--- src/rtl/universal_shift_reg.sv ---
// Universal shift register: hold, shift right, shift left or parallel load.
// Contents are registered; q has no combinational path from any input.
module universal_shift_reg #(
  parameter int WIDTH = 4
) (
  input  logic             clk,
  input  logic             rst,
  input  logic [1:0]       mode,
  input  logic [WIDTH-1:0] data_in,
  input  logic             serial_in_left,
  input  logic             serial_in_right,
  output logic [WIDTH-1:0] q
);

  localparam logic [1:0] MODE_HOLD = 2'b00;
  localparam logic [1:0] MODE_SHR  = 2'b01;
  localparam logic [1:0] MODE_SHL  = 2'b10;
  localparam logic [1:0] MODE_LOAD = 2'b11;

  logic [WIDTH-1:0] q_next;

  // Shifts are logical; callers build rotates by looping q back in.
  always_comb begin
    q_next = q;
    unique case (mode)
      MODE_HOLD: q_next = q;
      MODE_SHR:  q_next = {serial_in_left, q[WIDTH-1:1]};
      MODE_SHL:  q_next = {q[WIDTH-2:0], serial_in_right};
      MODE_LOAD: q_next = data_in;
    endcase
  end

  always_ff @(posedge clk) begin
    if (rst) q <= '0;
    else     q <= q_next;
  end

endmodule

--- config.mk ---
export PLATFORM = sky130hd
export DESIGN_NAME = universal_shift_reg
export DESIGN_NICKNAME = d
export VERILOG_FILES = /design/src/rtl/universal_shift_reg.sv
export SDC_FILE = /design/constraint.sdc
export NUM_CORES = 1
export LEC_CHECK = 0
export ABC_AREA = 1
export ABC_CLOCK_PERIOD_IN_PS = 800
export CORE_AREA = 5 5 42 44
export DETAILED_ROUTE_END_ITERATION = 8
export DIE_AREA = 0 0 47 49
export HOLD_SLACK_MARGIN = 0.1
export PLACE_DENSITY_LB_ADDON = 0.15
export SKIP_LAST_GASP = 1
export SYNTH_ARGS = -nofsm -noshare
export SYNTH_HDL_FRONTEND = slang
export SYNTH_SLANG_ARGS = --single-unit
export TNS_END_PERCENT = 30
--- constraint.sdc ---
create_clock -name clk -period 0.8 [get_ports clk]
set_input_delay 0.24 -clock clk [delete_from_list [all_inputs] [get_ports clk]]
set_output_delay 0.24 -clock clk [all_outputs]
set_load 0.01 [all_outputs]
# == After elaboration in Yosys (flattened, before gate mapping) ==
# Cells that the tools add are included.
# op_classes
n_eq_ne,3
n_mux,1
n_reduce_logical,1
# ops
operator,count
one-hot mux 4 bit (3 select lines),1
equality test 2 bit (second input constant),2
equality test 2 x 1 -> 1 bit (second input constant),1
zero test 2 bit,1
# word_totals
reg_bits,4
elab_cells,6

# == Depth between registers and ports, before layout ==
# Gate-level depths: netlist of run 1.
# depth
word_depth,2
depth_mapped,5

# == Worst setup path after synthesis of run 1 ==
# OpenSTA, ideal clock, no wires.
# synth_timing
kind,input -> register
startpoint,input mode[0]
endpoint,register q[3]
setup_ns,0.117
arrival_ns,0.594
slack_ns,0.089
stages,4
path_buffers,0
cell_sequence,inv_1 -> nand2_4 -> o21ai_0 -> nor2_1
# synth_via
elab_chain_len,2
elab_cells_between_ends,5
cone_classes,eq/ne (3); mux (1); reduce/logical (1)
# synth_rtl
element,line,source
start: declaration,8,"input logic [1:0] mode,"
equality test 2 bit or equality test 2 x 1 -> 1 bit (tied branches),25,unique case (mode)
one-hot mux 4 bit (3 select lines),25,
end signal: assignment,35,else q <= q_next;
end: declaration,12,output logic [WIDTH-1:0] q
# Several ways; a longest one is shown, not always the timed one.
# A chain may end at the register's enable or synchronous reset.

# == Worst setup path after layout of run 1 ==
# layout_timing
startpoint,register q[2]
endpoint,output q[2]
# No word-level cell between the ends.

==> results of run 1 <==
-- worst max-delay path by stage --
stage / startpoint / endpoint / slack [ps] / depth (start not counted)
6_report: q[2]$_SDFFE_PP0P_ / q[2] / -100 / 1
5_1_grt: q[3]$_SDFFE_PP0P_ / q[3] / -130 / 1
4_1_cts: q[2]$_SDFFE_PP0P_ / q[2] / -110 / 1
3_5_place_dp: mode[1] / q[1]$_SDFFE_PP0P_ / -510 / 6
3_3_place_gp: mode[1] / q[3]$_SDFFE_PP0P_ / -480 / 6
2_1_floorplan: mode[0] / q[3]$_SDFFE_PP0P_ / 90 / 4
-- stage by stage --
step / area (um2) / setup TNS, ps / setup WS, ps / util (%)
after global placement: 434 / -3000 / -482 / 31.0
after global routing: 475 / -931 / -134 / 33.9
after CTS: 467 / -582 / -115 / 33.3
after detailed placement: 434 / -3100 / -510 / 31.0
final: 475 / -498 / -96.2 / 33.9
after floorplan: 239 / 0 / 89.4 / -
-- cell type report --
cell class                      count  area, um2
Fill cell                         171        926
Timing Repair Buffer               19        179
Multi-Input combinational cell     29        143
Sequential cell                     4       85.1
Inverter                            7       26.3
Clock buffer                        3       22.5
Tap cell                           16       20.0
-- power groups by stage --
stage / Clock [mW] / Combinational [mW] / Sequential, mW
6_report: 0.242 / 0.200 / 0.230
5_1_grt: 0.284 / 0.221 / 0.233
4_1_cts: 0.265 / 0.197 / 0.230
3_5_place_dp: 0 / 0.194 / 0.227
2_1_floorplan: 0 / 0.0591 / 0.238
3_3_place_gp: 0 / 0.195 / 0.227
-- routing by layer --
metal,track usage (%),vias to the layer above,routed length [um]
met5,0,-,0
met1,11.4,123,364
li1,-,172,-
met2,7.47,9,285
met4,6.91,0,12
met3,3.32,2,66
-- cells by family after synthesis --
kind of cell | share of synthesized area [%]
AOI/OAI and AO/OA | 12.6
buffers and inverters | 11.0
DFF | 33.5
and+or+nand+nor | 42.9
-- cell usage in the layout (no fill, tap or decap) --
cell,n
sky130_fd_sc_hd__o21ai_0,3
sky130_fd_sc_hd__inv_1,5
sky130_fd_sc_hd__clkdlybuf4s50_1,7
sky130_fd_sc_hd__clkdlybuf4s15_1,1
sky130_fd_sc_hd__nand2_2,2
sky130_fd_sc_hd__buf_6,4
sky130_fd_sc_hd__dlygate4sd2_1,1
sky130_fd_sc_hd__nand3_1,6
sky130_fd_sc_hd__dfxtp_2,4
sky130_fd_sc_hd__clkbuf_4,3
sky130_fd_sc_hd__nand2_1,4
sky130_fd_sc_hd__nor2_1,9
sky130_fd_sc_hd__o21ai_1,2
sky130_fd_sc_hd__a21oi_1,1
sky130_fd_sc_hd__nand2_4,1
sky130_fd_sc_hd__inv_2,2
sky130_fd_sc_hd__buf_4,6
sky130_fd_sc_hd__nand3_2,1
-- worst reg2reg max path, stage by stage (launching register included) --
cell and delay [ps]:
sky130_fd_sc_hd__dfxtp_2 310, sky130_fd_sc_hd__buf_4 140, sky130_fd_sc_hd__nand2_2 60, sky130_fd_sc_hd__nand3_2 70, sky130_fd_sc_hd__nor2_1 100, sky130_fd_sc_hd__nor2_1 50
-- what timing repair did --
item,in CTS,in global routing
cloned,0,0
setup endpoints to repair,8,8
buffers inserted,0,0
pin swaps,0,1
gates resized for setup,28,4
hold buffers,0,0
==> implementation parameters, run 1 <==
Parameter                              Value

Timing
  Final setup vio count    8
  Worst max-slew margin expressed relative to the limit    about nine tenths
  Max-slew violation count    0
  Final worst clock skew    about 4.2 ps
  Highest Clock Rate    1120 MHz
  Crit path time final    896 ps
  Measured slew at the worst slew-check pin    168 ps
  Worst setup margin    -96.2 ps
  Hold violation total from the final report    0
  Fin crit share    112%
  Worst hold margin    between 400 and 500 ps
  Unrepaired setup endpoints after global routing    true

Routing
  Initial drt markers    3
  Antenna-violating nets left    0
  Drt via density    between 3 and 4
  Number of remaining DRC errors    0
  Detailed-router iteration count before antenna repair    3
  Total via count after detailed routing    306
  Sum of routed wire length over all layers    around 730 um
  Post-detailed-route wirelength per cell    9.33 um

Power and ir drop
  Fraction of power consumed by sequential logic    between 30% and 40%
  Sw Pwr    about 170 uW
  Power Density    1410 mW/mm2
  Internal power    a little over 500 uW
  Clk network pwr share    between 30% and 40%
  Switch share    between 20% and 30%
  Leakage    0.228 nW
  Highest ir drop seen on vdd    roughly 0.75 mV
  Logic gate share of total power    just under 30%
  Power after layout    around 670 uW

CTS
  Clock slew seen by the registers of the worst setup and hold paths    around 40 ps
  Clock latency on the worst-skew pair    230 ps
  Clock tree from TritonCTS    built
  Maximum number of buffers from clock root to sink    2
  CTS sink count    4
  Clock buffers created by TritonCTS    3
  Number of levels in the clock H-tree    1
  Cell at the root of the clock tree    sky130_fd_sc_hd__clkbuf_4

Min path
  Min-Delay Startpoint    mode[0]
  Hold Crit Endpoint    q[0]$_SDFFE_PP0P_
  Cells on Worst Hold Path    4
  Worst min-delay path class    in -> reg

Synthesis
  Biggest area consumer among synthesized cells    sky130_fd_sc_hd__dfxtp_1
  Gate count after technology mapping    40
  Area of the mapped netlist    239 um2
  Syn Nets    50
  Cell with the most instances after synthesis    sky130_fd_sc_hd__nor2_1
  Share of the synthesized area in the top cell type    roughly a third
  Number of enable-type register cells in the synthesized netlist    0
  Main area contributors after synthesis    sky130_fd_sc_hd__dfxtp_1 34%, sky130_fd_sc_hd__nand3_1 15%, sky130_fd_sc_hd__nor2_1 14%, sky130_fd_sc_hd__inv_1 9.4%, sky130_fd_sc_hd__nand2_1 9.4%
  Share of synthesized registers carrying an async set or reset    0%
  Warning count from the yosys run    0
  Distinct cell type count after synthesis    10
  Mean instance size in the synthesized netlist    approximately 6.0 um2
  Register bit count reported by yosys    4
  Main flop type after synthesis    sky130_fd_sc_hd__dfxtp_1
  Sequential element share of the synthesized area    between 30% and 40%
  Most numerous cell types in the synthesized netlist    9 x sky130_fd_sc_hd__nor2_1, 7 x sky130_fd_sc_hd__nand3_1, 6 x sky130_fd_sc_hd__inv_1, 6 x sky130_fd_sc_hd__nand2_1

Critical path
  Critical Path Slowest Stage Cell    sky130_fd_sc_hd__dfxtp_2
  Crit-path leading delay family    flip-flops
  Worst path arrival time    approximately 660 ps
  Type of the worst setup path    reg -> out
  Max Fanout on Critical Path    2
  Critical Path Max Stage Delay    around 310 ps
  Kind of end point of the critical path    primary output
  FF-to-FF End    q[1]$_SDFFE_PP0P_
  Startpoint class of the critical path    register
  Crit path cell chain    buf_6
  Data required, critical path    roughly 560 ps
  Slack of the worst reg-to-reg path    -50 ps
  R2R cell count    5
  Total buffers and inverters traversed by the critical path    1
  Startpoint of the most critical register-to-register path    q[2]$_SDFFE_PP0P_

Layout
  Final Non-Filler Cells    78
  Largest registers    q (4)
  Layout cells sized above 1    about 37%
  Number of flip-flops in the largest register    4
  Layout-stage area growth over the synthesis result    99.0%
  Biggest register    q
  Final-stage net count    74
  Final antenna diode count    0

Floorplan
  Die area    roughly 0.0023 mm2
  Initial core utilization    between 10% and 20%
  Die Width    approximately 47 um
  Placement row count    14
  Top Ports    14
  Die extent in y    49 um
  CORE AREA    0.00140 mm2

Run status
  Status    finished with violations
  Violations in the final reports    negative setup slack

Global route
  Vias in the first global route    ~270
  Final global-route overflow total    0
  Maximum number of pins on one net before global-route repair    8
  GRT Resource Usage Total    under 10%
  Antenna violations before repair    0
  Wire length of the first global-routing pass    roughly 1.2 mm

Placement
  Number of placed instances, taps included    75
  Detailed Place HPWL    around 560 um
  Routability-driven placement congestion ratio    between 0.7 and 0.8
  Number of port buffers    13

Flow run
  Reported max-cap violation count    0
(Power assumes the default switching activity.)
==> inputs of run 2 (changes only) <==
- ABC_CLOCK_PERIOD_IN_PS: 800 -> default
- CAP_MARGIN: default -> 20
==> results of run 2 <==
Same layout as run 1: the final DEF is identical, and so are final timing and power.
==> inputs of run 3 (changes only) <==
- GPL_TIMING_DRIVEN: default -> 0
==> implementation parameters, run 3 (same netlist as run 1, synthesis figures left out) <==
Parameter                              Value

Floorplan
  Die area    between 0.002 and 0.0025 mm2
  Initial core utilization    approximately 17%
  Placement row count    14
  Die Width    ~47 um
  Top Ports    14
  Die extent in y    approximately 49 um
  CORE AREA    0.00140 mm2

Critical path
  Crit path cell chain    buf_6
  Worst path arrival time    660 ps
  Startpoint class of the critical path    register
  Type of the worst setup path    reg -> out
  Crit-path leading delay family    flip-flops
  Critical Path Slowest Stage Cell    sky130_fd_sc_hd__dfxtp_2
  Max Fanout on Critical Path    2
  Data required, critical path    approximately 560 ps
  Kind of end point of the critical path    primary output
  Critical Path Max Stage Delay    approximately 320 ps
  Total buffers and inverters traversed by the critical path    1

Timing
  Measured slew at the worst slew-check pin    around 160 ps
  Final setup vio count    8
  Hold violation total from the final report    0
  Highest Clock Rate    between 1000 and 1500 MHz
  Worst setup margin    -102 ps
  Crit path time final    902 ps
  Setup TNS    -477 ps
  Final worst clock skew    around 1.1 ps
  Max-slew violation count    0
  Worst max-slew margin expressed relative to the limit    approximately 89%
  Unrepaired setup endpoints after global routing    true
  Fin crit share    113%

CTS
  Maximum number of buffers from clock root to sink    2
  Clock tree from TritonCTS    built
  Cell at the root of the clock tree    sky130_fd_sc_hd__clkbuf_4
  Clock slew seen by the registers of the worst setup and hold paths    40 ps
  Clock buffers created by TritonCTS    3
  Number of levels in the clock H-tree    1
  Clock latency on the worst-skew pair    roughly 230 ps
  Number of hold buffers added after cts    0
  CTS sink count    4

Global route
  Wire length of the first global-routing pass    about 1.2 mm
  Final global-route overflow total    0
  Vias in the first global route    approximately 300
  GRT Resource Usage Total    roughly 7.6%
  Antenna violations before repair    0
  Maximum number of pins on one net before global-route repair    8

Routing
  Number of remaining DRC errors    0
  Detailed-router iteration count before antenna repair    3
  Post-detailed-route wirelength per cell    a little under 10 um
  Total via count after detailed routing    slightly above 300
  Sum of routed wire length over all layers    about 730 um
  Initial drt markers    1
  Antenna-violating nets left    0
  Drt via density    between 4 and 5

Layout
  Final antenna diode count    0
  Final Cell Area    about 450 um2
  Number of flip-flops in the largest register    4
  Layout cells sized above 1    roughly a third
  Most frequent cells in the layout    9 x sky130_fd_sc_hd__nor2_1, 7 x sky130_fd_sc_hd__nand3_1, 6 x sky130_fd_sc_hd__clkdlybuf4s50_1
  Most common library cell in the layout ignoring fill and taps    sky130_fd_sc_hd__nor2_1
  Layout-stage area growth over the synthesis result    88.5%
  Final-stage net count    around 70
  Largest registers    q (4)
  Biggest register    q

Run status
  Violations in the final reports    negative setup slack
  Status    finished with violations

Placement
  Detailed Place HPWL    approximately 500 um
  Number of port buffers    13
  Cell area after placement    between 300 and 400 um2
  Routability-driven placement congestion ratio    0.646

Power and ir drop
  Power after layout    662 uW
  Highest ir drop seen on vdd    0.504 mV
  Leakage    approximately 0.22 nW
  Power Density    roughly 1500 mW/mm2

Flow run
  Reported max-cap violation count    0

Min path
  Worst min-delay path class    in -> reg
run 3: final timing paths:
check | from | to | slack (ps) | depth (start not counted)
worst min-delay path | mode[0] | q[0]$_SDFFE_PP0P_ | 390 | 4
worst max-delay path | q[3]$_SDFFE_PP0P_ | q[3] | -100 | 1
worst max register to register | q[2]$_SDFFE_PP0P_ | q[1]$_SDFFE_PP0P_ | -40 | 5
worst min register to register | q[3]$_SDFFE_PP0P_ | q[3]$_SDFFE_PP0P_ | 640 | 3
run 3: metrics by stage:
step / std cells / hold WS, ps / util, % / setup WS (ps)
2_1_floorplan: 40 / 429 / - / 89.4
3_3_place_gp: 69 / 537 / 27.8 / -607
3_5_place_dp: 69 / 536 / 27.8 / -589
4_1_cts: 76 / 574 / 32.1 / -109
5_1_grt: 76 / 414 / 32.1 / -126
6_report: 76 / 394 / 32.1 / -102
run 3: final cells by class:
| class | count | area (um2) |
|---|---|---|
| flip-flops and latches | 4 | 85.1 |
| multi-input cells | 29 | 135 |
| fillers | 170 | 951 |
| inverters | 7 | 26.3 |
| repair buffers | 17 | 161 |
| clock buffers | 3 | 22.5 |
| well taps | 16 | 20.0 |
run 3: layer usage:
layer  part of all wire, %  track usage [%]
met4                   3.3             6.91
met1                    42             9.49
met3                    12             2.58
met2                    42             9.73
met5                     0                0
run 3: power breakdown:
part           leakage (nW)  internal [mW]  switching, mW
clock                0.0138          0.167         0.0764
sequential           0.0344          0.220         0.0111
combinational         0.174          0.107         0.0801
run 3: what timing repair did:
action	4_1_cts	5_1_grt
resized for setup	26	8
endpoints found under the setup margin	8	8
pin swaps	0	4
buffers inserted	4	0
endpoints found under the hold margin	0	0
==> RTL change (config.mk and constraints of run 1) <==
Register the output `q` once more, without a reset; this adds one clock of latency there. Comments in the files are not updated.
--- a/src/rtl/universal_shift_reg.sv
+++ b/src/rtl/universal_shift_reg.sv
@@ -18,13 +18,15 @@
   localparam logic [1:0] MODE_LOAD = 2'b11;
 
+  logic [WIDTH-1:0] q_s0;
+
   logic [WIDTH-1:0] q_next;
 
   // Shifts are logical; callers build rotates by looping q back in.
   always_comb begin
-    q_next = q;
+    q_next = q_s0;
     unique case (mode)
-      MODE_HOLD: q_next = q;
-      MODE_SHR:  q_next = {serial_in_left, q[WIDTH-1:1]};
-      MODE_SHL:  q_next = {q[WIDTH-2:0], serial_in_right};
+      MODE_HOLD: q_next = q_s0;
+      MODE_SHR:  q_next = {serial_in_left, q_s0[WIDTH-1:1]};
+      MODE_SHL:  q_next = {q_s0[WIDTH-2:0], serial_in_right};
       MODE_LOAD: q_next = data_in;
     endcase
@@ -32,6 +34,10 @@
 
   always_ff @(posedge clk) begin
-    if (rst) q <= '0;
-    else     q <= q_next;
+    if (rst) q_s0 <= '0;
+    else     q_s0 <= q_next;
+  end
+
+  always_ff @(posedge clk) begin
+    q <= q_s0;
   end
 
Formal check against the unedited RTL: not equivalent (Yosys sat finds a counterexample within 4 cycles, from zero or initial values and one cycle with rst high).
==> RTL change against run 1 <==
Total power rose by 33%; setup slack got worse by 0.0089 ns; routed wire length fell by 4.3%; first-iteration DRC count rose to 2.7 times the old value; clock power increased by 25%; largest cell class is now registers; sequential cell count grew 4; critical path type unchanged; global-route usage shrank 0.21 points; cell area increased by 2.4%; largest power group is now registers; area after synthesis is 34% higher; clock skew shrank 0.0040 ns; the flow still finishes with violations (setup timing).
==> RTL change: results (changes against run 1) <==
| Metric | Value |
|---|---|
| Worst Hold Endpoint | q[3] |
| WL final | 697 µm (-4.3%) |
| Status | finished, violations left |
| First DRT Iteration DRCs | 8 (+5) |
| CTS HTree Levels | 1 (unchanged) |
| Final HPWL DP | 578.8 µm (+2.8%) |
| Syn Nets | 54 (+8.0%) |
| Critical Path Max Stage Delay | 0.29 ns (-0.02 ns) |
| Top Registers | q x4, q_s0 x4 |
| Clk slew on worst S/H paths | 0.05 ns |
| Peak supply drop | 0.5399 mV (-28%) |
| Hold Path Stages | 0 (-4) |
| Placer Congestion | 0.7215 (+1.9%) |
| DR pass1 iterations | 3 (unchanged) |
| Reg2reg setup slack | 0.09 ns (+0.14 ns) |
| Cell types occupying the most area after synthesis | dfxtp_1 (50%), nand3_1 (11%), nor2_1 (11%), inv_1 (7.1%), nand2_1 (7.1%) |
| R2R cell count | 4 (-1) |
| Setup TNS | -0.4224 ns (+0.07539 ns) |
| First-pass GRT wire length | 1152 µm (-4.6%) |
| Maximum clock frequency | 1105 MHz (-0.98%) |
| Most used DFF post-synth | dfxtp_1 |
| CP max-delay cell | dfxtp_1 |
| Failing checks | setup timing |
| Worst hold path class | reg -> reg |
| Skew-Pair Late Insertion Delay | 0.25 ns (+0.02 ns) |
| Worst Skew | 0.0001525 ns (-0.004038 ns) |
| Worst slew margin | 0.8941 (+0.005867) |
| Hold WS | 0.3682 ns (-0.1204 ns) |
| Vias per std cell | 4.154 (+5.9%) |
| Fillers | 162 (-5.3%) |
| Min-delay src | q_s0[3] |
| R2R Path Start | q_s0[2] |
| Vias in the first global route | 281 (+3.3%) |
| Gr usage total | 0.07460 (-0.002111) |
| Final nets | 74 (unchanged) |
| Worst-path fanout max | 1 (-1) |
| Sw frac | 0.2396 (-0.01078) |
| Final setup viols | 5 (-3) |
| Seq/Total Area, Yosys | 0.5020 (+0.1669) |
| Layout cell share with drive strength beyond 1 | 0.2097 (-0.1613) |
| Synth Warn # | 0 (unchanged) |
| Final worst slack | -0.1051 ns (-0.008898 ns) |
| Reg2reg end | q_s0[1] |
| Synth top cells by count | nor2_1 (9), dfxtp_1 (8), nand3_1 (7) |
| Leakage Power | 0.2303 nW (+1.1%) |
| Syn_area_per_cell | 7.251 µm² (+21%) |
RTL change: how the worst max path moves through the flow:
stage,start,endpoint,slack (ns),cells past startpoint
6_report,q[2],q[2],-0.11,1
5_1_grt,q[3],q[3],-0.15,1
4_1_cts,q[2],q[2],-0.12,1
3_5_place_dp,mode[1],q_s0[1],-0.49,6
3_3_place_gp,mode[1],q_s0[2],-0.47,6
2_1_floorplan,mode[0],q_s0[3],0.09,4
RTL change: per-stage QoR:
| stage | instance area, µm² | total power [W] | worst slack [ns] |
|---|---|---|---|
| detailed placement | 484.2 | 0.0006201 | -0.4904 |
| floorplan | 319.1 | 0.0005192 | 0.08938 |
| finish | 486.7 | 0.0008940 | -0.1051 |
| CTS | 486.7 | 0.0009084 | -0.1188 |
| global placement | 484.2 | 0.0006200 | -0.4686 |
| global route | 486.7 | 0.0009581 | -0.1515 |
RTL change: timing repair:
item | 4_1_cts | 5_1_grt
hold buffers | 0 | 0
endpoints found under the setup margin | 8 | 8
gates resized for setup | 20 | 0
RTL change: power by group through the flow:
stage / Combinational (W) / Clock (W) / Sequential (W)
2_1_floorplan: 0.0000592 / 0 / 0.000460
3_3_place_gp: 0.000165 / 0 / 0.000455
3_5_place_dp: 0.000164 / 0 / 0.000456
4_1_cts: 0.000149 / 0.000313 / 0.000446
5_1_grt: 0.000167 / 0.000341 / 0.000450
6_report: 0.000146 / 0.000303 / 0.000446
RTL change: layout make-up:
cell class / instances / area share
Tap cell: 16 / 0.04113
Timing Repair Buffer: 15 / 0.2519
Sequential cell: 8 / 0.3290
Clock buffer: 3 / 0.04627
Multi-Input combinational cell: 29 / 0.2776
Inverter: 7 / 0.05398
RTL change: cells by family (layout without fill, tap and decap cells):
kind of cell           Yosys count  in the layout  synth area share
and+or+nand+nor                 23             23            0.3215
DFF                              8              8            0.5019
buffers and inverters            7             25           0.08234
AOI/OAI and AO/OA                6              6           0.09409
RTL change: routing by layer:
layer / share of wire / track usage / wire length (µm)
met5: 0 / 0 / 0
met4: 0.046 / 0.08295 / 32
met3: 0.073 / 0.03690 / 51
met2: 0.43 / 0.08371 / 298
met1: 0.45 / 0.08991 / 314
